<file path="src/rtl/io_pkg.sv">
// Shared I/O-space constants and the configuration word layout for the input-port bank.
package io_pkg;

  localparam int unsigned IO_OFF_CHANGE = 8;
  localparam int unsigned IO_OFF_IRQEN  = 9;
  localparam int unsigned IO_OFF_CFG    = 10;
  localparam int unsigned IO_MAX_PORTS  = 8;
  localparam logic [5:0]  IO_BASE_SEL   = 6'b110000;

  typedef struct packed {
    logic [15:0] reserved;
    logic [7:0]  num_ports;
    logic [7:0]  width;
  } io_cfg_t;

endpackage

</file>
<file path="src/rtl/io_input_sync.sv">
// One input port: synchroniser chain, captured DATA register and change detect.
module io_input_sync #(
  parameter int unsigned WIDTH       = 32,
  parameter int unsigned SYNC_STAGES = 2
) (
  input  logic             io_clk,
  input  logic             resetn,
  input  logic [WIDTH-1:0] async_in,
  output logic [WIDTH-1:0] data,
  output logic             change_c
);

  logic [SYNC_STAGES-1:0][WIDTH-1:0] sync_q;
  logic [SYNC_STAGES:0]              prime_q;
  logic [WIDTH-1:0]                  sync_out;

  assign sync_out = sync_q[SYNC_STAGES-1];

  // prime_q fills behind the chain so reset-zeroed flops never look like an input edge
  always_ff @(posedge io_clk or negedge resetn) begin
    if (!resetn) begin
      sync_q  <= '0;
      prime_q <= '0;
      data    <= '0;
    end else begin
      sync_q  <= {sync_q[SYNC_STAGES-2:0], async_in};
      prime_q <= {prime_q[SYNC_STAGES-1:0], 1'b1};
      data    <= sync_out;
    end
  end

  assign change_c = prime_q[SYNC_STAGES] && (sync_out != data);

endmodule

</file>
<file path="src/rtl/io_input_bank.sv">
// Memory-mapped bank of synchronised input ports with sticky change status and maskable irq.
module io_input_bank
  import io_pkg::*;
#(
  parameter int unsigned WIDTH       = 32,
  parameter int unsigned NUM_PORTS   = 4,
  parameter int unsigned SYNC_STAGES = 2,
  parameter logic [5:0]  BASE_SEL    = IO_BASE_SEL
) (
  input  logic                       io_clk,
  input  logic                       resetn,
  input  logic [31:0]                addr,
  input  logic                       rd_en,
  input  logic                       wr_en,
  input  logic [31:0]                wr_data,
  input  logic [NUM_PORTS*WIDTH-1:0] in_port,
  output logic [31:0]                io_read_data,
  output logic                       irq
);

  logic [WIDTH-1:0]     port_data [NUM_PORTS];
  logic [NUM_PORTS-1:0] port_change_c;
  logic [NUM_PORTS-1:0] change_q;
  logic [NUM_PORTS-1:0] irq_en_q;
  logic [5:0]           sel_c;
  logic [5:0]           off_c;
  logic                 in_win_c;
  logic                 rd_change_c;
  logic                 wr_irqen_c;
  io_cfg_t              cfg_c;
  logic                 unused_bits;

  for (genvar gi = 0; gi < NUM_PORTS; gi++) begin : g_port
    io_input_sync #(
      .WIDTH       (WIDTH),
      .SYNC_STAGES (SYNC_STAGES)
    ) u_sync (
      .io_clk   (io_clk),
      .resetn   (resetn),
      .async_in (in_port[gi*WIDTH +: WIDTH]),
      .data     (port_data[gi]),
      .change_c (port_change_c[gi])
    );
  end

  // Word-select decode relative to the window base
  assign sel_c       = addr[7:2];
  assign off_c       = sel_c - BASE_SEL;
  assign in_win_c    = (sel_c >= BASE_SEL) && (off_c <= 6'(IO_OFF_CFG));
  assign rd_change_c = rd_en && in_win_c && (off_c == 6'(IO_OFF_CHANGE));
  assign wr_irqen_c  = wr_en && in_win_c && (off_c == 6'(IO_OFF_IRQEN));

  assign cfg_c = '{reserved: 16'h0, num_ports: 8'(NUM_PORTS), width: 8'(WIDTH)};

  assign unused_bits = ^{addr[31:8], addr[1:0], wr_data};

  // A fresh change on the read edge re-sets its bit, so set wins over clear
  always_ff @(posedge io_clk or negedge resetn) begin
    if (!resetn) begin
      change_q <= '0;
      irq_en_q <= '0;
      irq      <= 1'b0;
    end else begin
      change_q <= (rd_change_c ? '0 : change_q) | port_change_c;
      if (wr_irqen_c) begin
        irq_en_q <= wr_data[NUM_PORTS-1:0];
      end
      irq <= |(change_q & irq_en_q);
    end
  end

  always_comb begin
    io_read_data = '0;
    if (in_win_c) begin
      for (int i = 0; i < NUM_PORTS; i++) begin
        if (off_c == 6'(i)) begin
          io_read_data = 32'(port_data[i]);
        end
      end
      if (off_c == 6'(IO_OFF_CHANGE)) begin
        io_read_data = 32'(change_q);
      end
      if (off_c == 6'(IO_OFF_IRQEN)) begin
        io_read_data = 32'(irq_en_q);
      end
      if (off_c == 6'(IO_OFF_CFG)) begin
        io_read_data = cfg_c;
      end
    end
  end

endmodule

</file>
<file path="config.mk">
export PLATFORM = sky130hd
export DESIGN_NAME = io_input_bank
export DESIGN_NICKNAME = d
export VERILOG_FILES = /design/src/rtl/io_pkg.sv /design/src/rtl/io_input_sync.sv /design/src/rtl/io_input_bank.sv
export SDC_FILE = /design/constraint.sdc
export NUM_CORES = 1
export LEC_CHECK = 0
export CAP_MARGIN = 20
export CORE_MARGIN = 8
export CORE_UTILIZATION = 58
export CTS_BUF_LIST = sky130_fd_sc_hd__clkbuf_2 sky130_fd_sc_hd__clkbuf_4 sky130_fd_sc_hd__clkbuf_8
export DETAILED_ROUTE_END_ITERATION = 16
export PLACE_DENSITY_LB_ADDON = 0.12
export SLEW_MARGIN = 20
export SYNTH_ARGS = -nofsm -noshare
export SYNTH_HDL_FRONTEND = slang
export SYNTH_SLANG_ARGS = --single-unit
</file>
<file path="constraint.sdc">
create_clock -name io_clk -period 2.91 [get_ports io_clk]
set_clock_uncertainty 0.1 [all_clocks]
set_input_delay 0.4365 -clock io_clk [delete_from_list [all_inputs] [get_ports io_clk]]
set_output_delay 0.4365 -clock io_clk [all_outputs]
set_load 0.01 [all_outputs]
</file>
==> results.cfg, run 1 <==
[grt]
grt_util_met1_pct = 29.7
grt_use_met3_pct = 5.67
antenna_found_initial = 0
grt_usage_pct = 22.1
grt-ovfl-total = 0
busiest_layer = met2
grtUsageMet2_pct = 35.4
grt_max_degree = 87
grt_pass1_wl_um = 44200
first_global_vias = 7773

[timing]
period_share_pct = 97.9
fin_ws_ns = 0.0604
slew_violations = 0
finalHoldViolCount = 0
period_minus_slack_ns = 2.85
setup_viol = 0
rsz0062_at_grt = false
fmax_ghz = 0.351
worst_slew_pin_slew_ns = 0.755
relSlewSlack_pct = 49.2

[drt]
routed_wl_um = 28600
viasPerCell = 5.12
firstDrtPassIters = 4
drc = 0
wire_per_inst_um = 21.4
ant_nets = 0
drt_iter0_drc = 421
num_vias = 6841

[placement]
gp_congestion = 0.896
port_buffers = 174
post-place-ws_ns = -0.417
dp.cells = 1215
placed_area_mm2 = 0.0147
dp_hpwl_um = 20100

[yosys]
async_flop_share_pct = 100
synthMostInstantiatedCell = dfrtp_1
ys.flop_type = dfrtp_1
synth_cells = 755
yosys.area.top_type = dfrtp_1
yosys_register_bits = 396
seq_area_frac_synth_pct = 79.9
synth_top_area_share_pct = 79.9
synth_edf_count = 0
netlist_area_mm2 = 0.0124
syn_area_per_cell_um2 = 16.4
yosys_warnings = 0
synth_nets = 951
synth_commonest_cells = dfrtp_1 (396), xor2_1 (128), nand2_1 (38), nor4_1 (33), nor2_1 (32)
synth_cell_types = 34
yosys-top-cells-area = dfrtp_1 (80%), xor2_1 (9.0%), a221oi_1 (2.1%), nor4_1 (1.7%), nand2_1 (1.1%)

[critical_path]
endpoint = io_read_data[4]
startpoint_type = input pin
cp.arrival_ns = 2.31
end_kind = output pin
worst-r2r-setup-slack_ns = 0.97
critPathLaunch = addr[3]
crit_path_max_fanout = 13
r2r_cells = 5
required_ns = 2.37
timing.rr.end = change_q[3]$_DFF_PN0_
critical_path_class = in2out
worstReg2RegStart = g_port[3].u_sync.data[14]$_DFF_PN0_

[final_layout]
areaGrowthSynthToFinish_pct = 30.7
seqCellArea_mm2 = 0.00991
drive_above_1_share_pct = 20.4
diodes = 0
fin_cells = 1337
postLayoutCellArea_mm2 = 0.0162
fin_nets = 1217
multi_input_area_mm2 = 0.00256
fill_cells = 1240

[die]
initial_core_util_pct = 59.0
core_mm2 = 0.0210
fp.dieH_um = 162
io_pins = 229
die_x_um = 162
die-area_mm2 = 0.0263
rows = 53

[run_status]
status = finished, final reports clean

[power]
power_mw = 11.1
power.density_mw_per_mm2 = 683
p_leak_nw = 7.28
max-vdd-ir-drop_mv = 0.562

[flow_run]
maxCapViolCount = 0

[clock_tree]
clock_path_buffers = 3
root_buffer = clkbuf_8
numCtsBuffers = 58
clk_pin_slew_ns = 0.06
cts_sinks = 396
clk_latency_ns = 0.56
h-tree-depth = 2
cts_tree = built

[hold_path]
min_path_type = in2reg
registers in the layout, summed over array words and instances, names as in the netlist:
register	cells
g_port.u_sync.data	128
irq_en_q	4
change_q	4
irq	1
g_port.u_sync.sync_out	128
g_port.u_sync.prime_q	3
g_port.u_sync.sync_q	128
cells by family after synthesis:
kind of cell / after synthesis / share of synthesized area [%]
AO/OA/AOI/OAI: 81 / 4.46
XOR/XNOR: 128 / 9.04
buffers and inverters: 16 / 0.736
flip-flops: 396 / 79.9
multiplexers: 8 / 0.686
other: 1 / 0.0302
AND/OR/NAND/NOR: 125 / 5.18
cell type report:
class                      count  area share (%)
clock buffer                  93            7.04
clock inverter                 8           0.417
multi-input combinational    343            15.8
sequential                   396            61.1
tap                          275            2.12
timing repair buffer         222            13.5
stage by stage:
step,utilization [%],hold WS (ns),TNS [ns]
after floorplan,-,0.0409,0
after global placement,70.1,0.232,-11.16
after detailed placement,70.1,0.235,-10.92
after CTS,76.1,0.174,-0.147
after global routing,77.2,0.168,0
final,77.2,0.207,0
repair_timing:
| action | 4_1_cts | 5_1_grt |
|---|---|---|
| buffers inserted | 2 | 14 |
| pin swaps | 22 | 7 |
| hold buffers | 1 | 0 |
| hold endpoints to repair | 81 | 0 |
| cloned | 2 | 2 |
| endpoints found under the setup margin | 32 | 29 |
| gates resized for setup | 153 | 16 |
where the power goes:
group          internal (mW)  total, mW  switching (mW)  leakage, nW
logic                  0.319      0.597           0.279         2.02
registers               5.80       5.99           0.195         4.61
clock network           2.56       4.48            1.93        0.649
total                   8.67       11.1            2.40         7.28
worst max-delay path, stage by stage:
cell and delay [ns]:
clkdlybuf4s50_1 0.67, nor3_4 0.10, buf_6 0.14, buf_12 0.14
buf_4 0.13, a221oi_2 0.39, o21ai_1 0.14, buf_2 0.16
per-layer routing:
layer / part of all wire (%) / wire length (µm)
met3: 5.5 / 1570
met2: 50 / 14200
met5: 0 / 0
met4: 2.0 / 570
met1: 43 / 12300
cells in the final DEF (no fill, tap or decap), types with 2 or more instances in the layout:
cell,instances
xor2_1,128
clkinv_2,6
nor3_4,2
buf_4,28
o21ai_1,25
dlymetal6s2s_1,4
buf_16,2
mux2i_1,4
mux2_1,4
nor4_1,33
nand4_1,8
o21ai_0,9
a22oi_1,3
a221oi_2,20
nor2_2,5
buf_6,4
nand2_1,38
o32ai_1,2
a211o_1,2
clkbuf_16,2
a21oi_1,4
a31oi_1,2
nor2_1,28
buf_2,31
clkdlybuf4s50_1,137
clkbuf_8,71
a221oi_1,10
dfrtp_1,396
buf_12,11
nand3_1,2
clkbuf_4,22
worst min path at each step:
stage                                          startpoint                                 endpoint  slack (ns)  cells past startpoint
global route                                  in_port[46]    g_port[1].u_sync.sync_q[14]$_DFF_PN0_        0.17                      1
CTS                                           in_port[62]    g_port[1].u_sync.sync_q[30]$_DFF_PN0_        0.17                      1
floorplan                                          resetn                    change_q[0]$_DFF_PN0_        0.04                      0
finish                                        in_port[62]    g_port[1].u_sync.sync_q[30]$_DFF_PN0_        0.21                      1
global placement    g_port[1].u_sync.sync_q[20]$_DFF_PN0_  g_port[1].u_sync.sync_out[20]$_DFF_PN0_        0.23                      0
detailed placement  g_port[0].u_sync.sync_q[16]$_DFF_PN0_  g_port[0].u_sync.sync_out[16]$_DFF_PN0_        0.23                      0
Note: power is estimated with default switching activity, not from simulation.
==> inputs of run 2 (changes only) <==
--- a/config.mk
+++ b/config.mk
@@ -6,6 +6,7 @@
 export NUM_CORES = 1
 export LEC_CHECK = 0
 export CAP_MARGIN = 20
+export CORE_ASPECT_RATIO = 1.25
 export CORE_MARGIN = 8
 export CORE_UTILIZATION = 58
 export CTS_BUF_LIST = sky130_fd_sc_hd__clkbuf_2 sky130_fd_sc_hd__clkbuf_4 sky130_fd_sc_hd__clkbuf_8
==> results.cfg, run 2 (synthesis results as in run 1) <==
[hold_path]
min_to = g_port[1].u_sync.sync_q[3]$_DFF_PN0_
min_path_type = in2reg
min_path_cells = 1
hp-start = in_port[35]

[critical_path]
required_ns = 2.37
startpoint_type = input pin
critPathLaunch = addr[3]
crit_path_max_fanout = 13
worst-r2r-setup-slack_ns = 0.87
r2r_cells = 5
critical_path_class = in2out
end_kind = output pin
worstReg2RegStart = g_port[3].u_sync.data[14]$_DFF_PN0_
cp.arrival_ns = 2.29
timing.rr.end = change_q[3]$_DFF_PN0_

[clock_tree]
clk_pin_slew_ns = 0.06
h-tree-depth = 2
numCtsBuffers = 56
clk_latency_ns = 0.58
clock_path_buffers = 3
cts_tree = built
root_buffer = clkbuf_8
cts_sinks = 396

[die]
die-area_mm2 = 0.0264
io_pins = 229
initial_core_util_pct = 58.4
rows = 60
die_x_um = 147
core_mm2 = 0.0212
fp.dieH_um = 180

[final_layout]
final_common_cell = dfrtp_1
areaGrowthSynthToFinish_pct = 32.8
diodes = 0
fin_nets = 1234
drive_above_1_share_pct = 21.4
multi_input_area_mm2 = 0.00254
fill_cells = 1214
final_cell_mix = dfrtp_1 (396), clkdlybuf4s50_1 (136), xor2_1 (128)
seqCellArea_mm2 = 0.00991

[timing]
rsz0062_at_grt = false
relSlewSlack_pct = 38.0
period_share_pct = 97.1
fin_ws_ns = 0.0836
fin_setup_tns_ns = 0
fmax_ghz = 0.354
slew_violations = 0
finalHoldViolCount = 0
worst_slew_pin_slew_ns = 0.921
setup_viol = 0
period_minus_slack_ns = 2.83

[drt]
wl_met3_um = 1990
num_vias = 7178
ant_nets = 0
drt-met1-wl_um = 11700
drc = 0
drt_iter0_drc = 458
routed_wl_um = 30100
wl_met2_um = 15200
firstDrtPassIters = 5
viasPerCell = 5.26
wire_per_inst_um = 22.1
top_layer_used = met4

[power]
max-vdd-ir-drop_mv = 0.484
p_leak_nw = 7.43
power.density_mw_per_mm2 = 689

[placement]
post-place-ws_ns = -0.436
port_buffers = 174
gp_congestion = 0.920
dp_hpwl_um = 21000

[grt]
antenna_found_initial = 0
grt_usage_pct = 23.0
grt_pass1_wl_um = 46400
grt-ovfl-total = 0
first_global_vias = 8164
grt_max_degree = 78

[flow_run]
maxCapViolCount = 0

[run_status]
status = finished, final reports clean
==> run 2: changes by cell type in the layout (fill, tap and decap cells not counted), moves of 2 or more <==
cell,change
clkdlybuf4s15_2,+2
nor2_2,-3
buf_2,-2
buf_12,+5
a221oi_1,+3
bufinv_16,+3
nor2_1,+2
clkinv_2,+8
a221oi_2,-3
clkbuf_4,-7
buf_4,+15
==> run 2: what timing repair did <==
action,4_1_cts,5_1_grt
hold endpoints to repair,70,0
gates cloned,1,3
endpoints found under the setup margin,32,31
hold buffers,1,0
pin swaps,25,10
setup buffers,2,19
gates resized for setup,147,15
==> run 2: power breakdown <==
| group | total (mW) | leakage [nW] | internal [mW] | switching, mW |
|---|---|---|---|---|
| logic | 0.610 | 2.13 | 0.329 | 0.281 |
| clock network | 4.74 | 0.690 | 2.74 | 2.01 |
| registers | 6.00 | 4.61 | 5.79 | 0.202 |
==> run 2: per-stage QoR <==
stage / hold WS (ns) / total power, mW / util [%] / cell area (µm²) / std cells
finish: 0.199 / 11.3 / 77.5 / 16500 / 1364
global placement: 0.232 / 6.66 / 70.0 / 14900 / 1233
global route: 0.158 / 11.8 / 77.5 / 16500 / 1364
detailed placement: 0.235 / 6.70 / 70.0 / 14900 / 1233
CTS: 0.161 / 11.5 / 76.2 / 16200 / 1342
floorplan: 0.0409 / 6.19 / - / 12400 / 755
==> run 2: area by class of cell <==
type | count | share of cell area (%)
clock buffers | 85 | 6.53
clock inverters | 20 | 1.27
multi-input cells | 343 | 15.4
flip-flops and latches | 396 | 60.2
well taps | 279 | 2.12
repair buffers | 241 | 14.5
==> run 2: how the worst max path moves through the flow <==
stage,endpoint,slack (ns),cells after the start
final,io_read_data[16],0.08,9
after global routing,io_read_data[16],0.05,9
after CTS,io_read_data[8],-0.02,9
after detailed placement,io_read_data[13],-0.44,8
after global placement,io_read_data[13],-0.41,9
after floorplan,io_read_data[10],0.71,6
==> run 2: metal layers <==
layer | up-vias | GRT usage (%)
met1 | 3678 | 28.0
met5 | - | 0
met4 | 0 | 10.0
met3 | 70 | 6.21
met2 | 287 | 38.0
li1 | 3143 | -
==> run 2: worst max-delay path, stage by stage <==
cell	delay [ns]
clkdlybuf4s50_1	0.47
buf_4	0.18
nor3_4	0.07
buf_6	0.13
buf_12	0.14
buf_4	0.15
a221oi_2	0.43
o21ai_1	0.12
buf_2	0.16
==> inputs of run 3 (changes only) <==
--- a/config.mk
+++ b/config.mk
@@ -5,13 +5,14 @@
 export SDC_FILE = /design/constraint.sdc
 export NUM_CORES = 1
 export LEC_CHECK = 0
+export ABC_CLOCK_PERIOD_IN_PS = 2910
 export CAP_MARGIN = 20
 export CORE_ASPECT_RATIO = 1.25
 export CORE_MARGIN = 8
 export CORE_UTILIZATION = 58
 export CTS_BUF_LIST = sky130_fd_sc_hd__clkbuf_2 sky130_fd_sc_hd__clkbuf_4 sky130_fd_sc_hd__clkbuf_8
 export DETAILED_ROUTE_END_ITERATION = 16
-export PLACE_DENSITY_LB_ADDON = 0.12
+export PLACE_DENSITY = 0.88
 export SLEW_MARGIN = 20
 export SYNTH_ARGS = -nofsm -noshare
 export SYNTH_HDL_FRONTEND = slang
==> results.cfg, run 3 (synthesis results as in run 1) <==
[run_status]
status = finished, final reports clean

[final_layout]
drive_above_1_share_pct = 17.7
areaGrowthSynthToFinish_pct = 30.9
diodes = 0
fill_cells = 1167
postLayoutCellArea_mm2 = 0.0162
fin_nets = 1213
final_common_cell = dfrtp_1
final_cell_mix = dfrtp_1 (396), clkdlybuf4s50_1 (135), xor2_1 (128)

[power]
p_leak_nw = 7.26
power.density_mw_per_mm2 = 710
p_seq_share_pct = 52.1
power_mw = 11.5
power_switching_mw = 2.52
max-vdd-ir-drop_mv = 0.613
p_clk_share_pct = 42.7
p_int_mw = 9.02
power_frac_comb_pct = 5.2
switching_share_pct = 21.8

[critical_path]
crit_path_max_fanout = 6
critical_path_class = in2out
cp.arrival_ns = 2.33
required_ns = 2.37
end_kind = output pin
startpoint_type = input pin

[timing]
worst_slew_pin_slew_ns = 0.617
fmax_ghz = 0.349
period_minus_slack_ns = 2.87
rsz0062_at_grt = false
whs_ns = 0.183
slew_violations = 0
setup_viol = 0
relSlewSlack_pct = 58.5
period_share_pct = 98.5
finalHoldViolCount = 0

[clock_tree]
clk_pin_slew_ns = 0.07
cts_tree = built
root_buffer = clkbuf_8
clock_path_buffers = 3
h-tree-depth = 2
clk_latency_ns = 0.59
numCtsBuffers = 55
cts_sinks = 396

[drt]
routed_wl_um = 31700
ant_nets = 0
viasPerCell = 5.56
wire_per_inst_um = 23.7
firstDrtPassIters = 7
drt_iter0_drc = 512
num_vias = 7447
drc = 0

[die]
initial_core_util_pct = 58.4
io_pins = 229
core_mm2 = 0.0212
fp.dieH_um = 180
die-area_mm2 = 0.0264
rows = 60
die_x_um = 147

[placement]
gp_congestion = 0.886
port_buffers = 174
dp_hpwl_um = 21600
placed_area_mm2 = 0.0148

[grt]
grt-ovfl-total = 0
grt_max_degree = 89
grt_pass1_wl_um = 48100
grt_usage_pct = 24.2
first_global_vias = 8414
antenna_found_initial = 0

[hold_path]
min_path_type = in2reg

[flow_run]
maxCapViolCount = 0
run 3: cell count changes in the layout (fill, tap and decap cells not counted), sizes merged:
cell           change
clkinv            -10
clkbuf             +5
clkdlybuf4s15      +5
buf               -30
clkdlybuf4s50      -1
dlymetal6s2s       -3
bufinv             +1
dlygate4sd2        +8
bufbuf             +1
run 3: worst max-delay path, cell delays in order:
cell           delay [ns]
dlygate4sd2_1        0.25
nand2_2              0.09
or3_4                0.37
nor3_4               0.21
buf_12               0.15
bufbuf_16            0.26
buf_4                0.12
a221oi_2             0.06
o21ai_1              0.21
buf_2                0.17
run 3: area by class of cell:
class / instances / area (µm²) / share of cell area (%)
Sequential cell: 396 / 9910 / 61.0
Multi-Input combinational cell: 343 / 2450 / 15.1
Timing Repair Buffer: 221 / 2200 / 13.5
Clock buffer: 90 / 1130 / 6.97
Tap cell: 279 / 349 / 2.15
Clock inverter: 11 / 198 / 1.22
run 3: power groups by stage:
| stage | sequential (mW) | clock, mW | combinational [mW] |
|---|---|---|---|
| 2_1_floorplan | 6.01 | 0 | 0.175 |
| 3_3_place_gp | 6.07 | 0 | 0.574 |
| 3_5_place_dp | 6.10 | 0 | 0.594 |
| 4_1_cts | 6.01 | 5.00 | 0.604 |
| 5_1_grt | 6.03 | 5.26 | 0.656 |
| 6_report | 6.01 | 4.93 | 0.600 |
run 3: what timing repair did:
action,4_1_cts,5_1_grt
setup buffers,2,2
gates resized for setup,112,9
pin swaps,18,6
setup endpoints to repair,32,24
endpoints found under the hold margin,68,0
gates cloned,2,1
hold buffers,1,0
run 3: layer usage:
layer	global-route usage [%]	part of all wire (%)	wire [µm]
met3	5.83	6.9	2200
met4	15.5	6.4	2030
met2	41.5	52	16600
met5	0	0	0
met1	26.5	34	10900
run 3: worst paths after layout:
| path | cells past startpoint | slack (ns) | endpoint | startpoint |
|---|---|---|---|---|
| max | 10 | 0.04 | io_read_data[18] | addr[6] |
| min | 1 | 0.18 | g_port[2].u_sync.sync_q[3]$_DFF_PN0_ | in_port[67] |
| max reg2reg | 5 | 1.02 | change_q[0]$_DFF_PN0_ | g_port[0].u_sync.data[18]$_DFF_PN0_ |
| min reg2reg | 0 | 0.24 | g_port[0].u_sync.sync_out[2]$_DFF_PN0_ | g_port[0].u_sync.sync_q[2]$_DFF_PN0_ |
| max in group asynchronous | 3 | 1.51 | g_port[2].u_sync.data[3]$_DFF_PN0_ | resetn |
| min in group asynchronous | 2 | 0.31 | g_port[1].u_sync.sync_out[29]$_DFF_PN0_ | resetn |
run 3: stage by stage:
| step | setup TNS [ns] | utilization (%) | setup WS, ns | std cells |
|---|---|---|---|---|
| final | 0 | 76.4 | 0.0426 | 1340 |
| after global placement | -11.74 | 69.7 | -0.435 | 1231 |
| after CTS | -0.107 | 76.2 | -0.0542 | 1337 |
| after floorplan | 0 | - | 0.712 | 755 |
| after global routing | 0 | 76.4 | 0.00656 | 1340 |
| after detailed placement | -12.84 | 69.7 | -0.487 | 1231 |
